<file path="config.mk">
export PLATFORM = sky130hd
export DESIGN_NAME = ex_mem_skid
export DESIGN_NICKNAME = d
export VERILOG_FILES = /design/src/rtl/ex_mem_skid.sv
export SDC_FILE = /design/constraint.sdc
export NUM_CORES = 1
export LEC_CHECK = 0
export CORE_ASPECT_RATIO = 0.6
export CORE_MARGIN = 3
export CORE_UTILIZATION = 25
export CTS_CLUSTER_DIAMETER = 50
export DETAILED_ROUTE_END_ITERATION = 8
export GPL_TIMING_DRIVEN = 0
export PLACE_DENSITY_LB_ADDON = 0.15
export SYNTH_ARGS = -nofsm -noshare
export SYNTH_HDL_FRONTEND = slang
export SYNTH_SLANG_ARGS = --single-unit
</file>
<file path="constraint.sdc">
create_clock -name clk -period 1.6 [get_ports clk]
set_input_delay 0.24 -clock clk [delete_from_list [all_inputs] [get_ports clk]]
set_output_delay 0.24 -clock clk [all_outputs]
set_load 0.02 [all_outputs]
</file>
<file path="src/rtl/ex_mem_skid.sv">
// Two-entry skid-buffered EX/MEM pipeline register with valid/ready on both sides
// and a synchronous flush. Main register drives the memory-stage outputs directly.
module ex_mem_skid #(
    parameter int unsigned DATA_W = 32,
    parameter int unsigned ADDR_W = 5
) (
    input  logic              clk,
    input  logic              rst,
    input  logic              flush_i,
    input  logic              ex_valid_i,
    output logic              ex_ready_o,
    input  logic [ADDR_W-1:0] ex_wd_i,
    input  logic              ex_wreg_i,
    input  logic [DATA_W-1:0] ex_wdata_i,
    output logic              mem_valid_o,
    input  logic              mem_ready_i,
    output logic [ADDR_W-1:0] mem_wd_o,
    output logic              mem_wreg_o,
    output logic [DATA_W-1:0] mem_wdata_o,
    output logic [1:0]        occupancy_o
);

    // State encoding doubles as the entry count.
    typedef enum logic [1:0] {
        EMPTY = 2'd0,
        ONE   = 2'd1,
        FULL  = 2'd2
    } state_t;

    typedef struct packed {
        logic [ADDR_W-1:0] wd;
        logic              wreg;
        logic [DATA_W-1:0] wdata;
    } entry_t;

    state_t state;
    entry_t main_q;
    entry_t skid_q;
    entry_t in_entry;
    logic   acc;
    logic   out;

    assign in_entry    = '{wd: ex_wd_i, wreg: ex_wreg_i, wdata: ex_wdata_i};
    assign ex_ready_o  = !rst && (state != FULL);
    assign mem_valid_o = (state != EMPTY);
    assign acc         = ex_valid_i & ex_ready_o;
    assign out         = mem_valid_o & mem_ready_i;

    // Main is cleared whenever the buffer empties so a bubble presents all zeros.
    assign mem_wd_o    = main_q.wd;
    assign mem_wreg_o  = main_q.wreg;
    assign mem_wdata_o = main_q.wdata;
    assign occupancy_o = 2'(state);

    always_ff @(posedge clk) begin
        if (rst || flush_i) begin
            state  <= EMPTY;
            main_q <= '0;
            skid_q <= '0;
        end else begin
            case (state)
                EMPTY: begin
                    if (acc) begin
                        state  <= ONE;
                        main_q <= in_entry;
                    end
                end
                ONE: begin
                    if (acc && !out) begin
                        state  <= FULL;
                        skid_q <= in_entry;
                    end else if (acc && out) begin
                        main_q <= in_entry;
                    end else if (out) begin
                        state  <= EMPTY;
                        main_q <= '0;
                    end
                end
                FULL: begin
                    if (out) begin
                        state  <= ONE;
                        main_q <= skid_q;
                        skid_q <= '0;
                    end
                end
                default: begin
                    state  <= EMPTY;
                    main_q <= '0;
                    skid_q <= '0;
                end
            endcase
        end
    end

endmodule

</file>
==> results.py <==
metrics = {
    "timing": {
        "tightest_slew_ns": 0.543,
        "grt_setup_unrepaired": "yes",
        "finalCriticalPeriod_ns": 1.61,
        "fmax_mhz": 621,
        "timing.hold.ws_ns": 0.378,
        "setup_viol": 6,
        "timing.setup.tns_ns": -0.0445,
        "worst_slack_ns": -0.0110,
        "drv_slew": 0,
        "hold_violations": 0,
        "slew_headroom": 0.638,
        "clock_skew_ns": 0.00541,
        "min_period_over_period": 1.01,
    },
    "final_layout": {
        "fillers": 1479,
        "layout.nets": 560,
        "syn2layout_area_growth_pct": 51.2,
        "n_antenna_cell": 0,
        "drive_above_1_share": 0.195,
    },
    "clocking": {
        "cts_root_buffer": "clkbuf_16",
        "tritoncts": "done",
        "cts.clk_slew.worst_paths_ns": 0.06,
        "cts_buffers": 9,
        "clkLatencyLatePin_ns": 0.34,
        "h-tree-depth": 3,
        "clock_path_buffers": 2,
        "cts_sinks": 78,
    },
    "die": {
        "die-width_um": 166,
        "core_area_um2": 14700,
        "die_h_um": 102,
        "die_area_um2": 16900,
        "core.rowCount": 34,
        "io_pins": 85,
        "start_util": 0.260,
    },
    "routing": {
        "drtIter0Drc": 184,
        "routed_via_density": 4.65,
        "drc": 0,
        "drtAntennaViolNets": 0,
        "drt-wirelength-per-cell_um": 16.4,
        "drt-pass1-iter-count": 4,
        "vias": 3351,
        "totalWireLength_um": 11800,
    },
    "synthesis": {
        "yosys.area.top_type": "dfxtp_1",
        "synth_ff_type": "dfxtp_1",
        "synth.top_cells.by_count": "nor2_1, dfxtp_1, mux2i_1",
        "synth_edf_count": 0,
        "async_flop_share": 0,
        "synthesis.area_um2": 3830,
        "ys_seq_area_frac": 0.408,
        "yosys_warnings": 0,
        "yosys.cell_count.top_type": "nor2_1",
        "syn_area_per_cell_um2": 9.40,
        "ys_ff_latch": 78,
        "syn-num-nets": 450,
        "syn-instance-count": 407,
        "yosysUniqueCellTypes": 23,
        "synth_top_area_share": 0.408,
        "synthTopCellsByArea": "dfxtp_1, mux2i_1, o2bb2ai_1, nor2_1, a22oi_1",
    },
    "min_path": {
        "holdCritStartpoint": "mem_ready_i",
        "hold_class": "in2reg",
    },
    "grt": {
        "grt_max_degree": 20,
        "antenna_found_initial": 0,
        "grt_pass1_wl_um": 18700,
        "grt_usage": 0.140,
        "overflow": 0,
        "grt_pass1_vias": 3383,
    },
    "pwr": {
        "ir_drop_mv": 0.442,
        "pwr-share-clk": 0.424,
        "comb_power_share": 0.170,
        "p_switching_mw": 1.23,
        "swShare": 0.251,
        "power.density_nw_per_um2": 849,
        "seq_power_share": 0.406,
        "p_leak_nw": 2.03,
        "power.internal_mw": 3.68,
    },
    "critical_path": {
        "critPathRequiredTime_ns": 1.80,
        "reg2reg_from": "occupancy_o[1]",
        "reg2reg_setup_slack_ns": -0.01,
        "cp-startpoint": "occupancy_o[1]",
        "startpoint_type": "register",
        "worstPathMaxFanout": 10,
        "arrival_ns": 1.82,
        "end_kind": "register",
        "critPathKind": "reg2reg",
    },
    "place": {
        "dp_hpwl_um": 8060,
        "pre_cts_ws_ns": -0.810,
        "port_buffers": 84,
        "place.gp.congestion": 0.751,
    },
    "status": {
        "violations": "negative setup slack",
        "status": "finished with violations",
    },
    "run": {
        "max_cap_violations": 0,
    },
}
cells in the final DEF (no fill, tap or decap), types with 2 or more instances in the layout:
master,netlist,routed
clkbuf_16,0,13
mux2i_1,77,75
buf_2,10,2
clkbuf_4,0,5
mux2i_2,0,2
buf_8,0,4
clkbuf_8,0,2
and2_1,38,38
nor2_1,79,78
buf_4,5,13
dlymetal6s2s_1,0,7
dlygate4sd2_1,0,2
clkbuf_2,0,5
clkbuf_1,19,11
a21oi_1,3,3
clkdlybuf4s50_1,0,73
a22oi_1,38,8
a22oi_2,0,30
buf_12,0,7
dfxtp_4,0,2
o22a_1,2,2
nand3b_1,2,2
dfxtp_1,78,76
o2bb2ai_1,38,38
buf_6,3,8
path summary, 6_finish.rpt:
check / end / cells after the start
setup / recovery: mem_wreg_o / 6
hold / removal: occupancy_o[1] / 4
setup reg to reg: mem_wreg_o / 6
hold reg to reg: skid_q[2] / 2
metal layers:
metal	global-route usage	vias up	share of wire
met5	0	-	0
met1	0.199	1581	0.54
met2	0.211	81	0.40
met4	0.0364	0	0.010
li1	-	1678	-
met3	0.0390	11	0.053
timing repair:
item                       CTS  global route
setup endpoints to repair   72            82
gates cloned                 0             3
pin swaps                   13            16
hold buffers                 0             0
gates resized for setup     74            45
buffers inserted            10             4
power by group through the flow:
stage	Clock, mW	Sequential (mW)	Combinational, mW
2_1_floorplan	0	2.07	0.337
3_3_place_gp	0	2.03	0.675
3_5_place_dp	0	2.03	0.677
4_1_cts	2.14	1.99	0.763
5_1_grt	2.22	2.00	0.904
6_report	2.08	1.99	0.836
worst max-delay path, cell delays in order, from the launching register on:
cell	delay [ns]
dfxtp_4	0.37
or3b_1	0.35
a22o_1	0.24
buf_6	0.15
buf_12	0.15
a22oi_2	0.17
nor2_1	0.05
sequential cells by signal, summed over array words and instances, names as in the netlist:
| name | cells |
|---|---|
| mem_wd_o | 5 |
| mem_wreg_o | 1 |
| skid_q | 38 |
| occupancy_o | 2 |
| mem_wdata_o | 32 |
stage by stage:
stage	utilization	cell area [um2]	total power, mW	instances
floorplan	-	3830	2.40	407
global placement	0.334	4920	2.71	689
CTS	0.376	5540	4.89	713
detailed placement	0.334	4920	2.71	689
finish	0.393	5790	4.91	720
global route	0.393	5790	5.12	720
logic make-up (layout without fill, tap and decap cells):
family / count (synthesis) / count (layout) / share of synthesized area
flops: 78 / 78 / 0.408
simple gates: 130 / 130 / 0.165
buf+inv: 40 / 155 / 0.0533
mux: 77 / 77 / 0.201
compound gates: 82 / 82 / 0.172
area by class of cell:
type	instances	area, um2	share of cell area
plain buffers	38	363	0.0627
clock inverters	3	42.5	0.00735
clock buffers	13	260	0.0450
well taps	198	248	0.0428
multi-input cells	289	2240	0.386
flip-flops and latches	78	1570	0.271
repair buffers	101	1070	0.184
(Power assumes the default switching activity.)
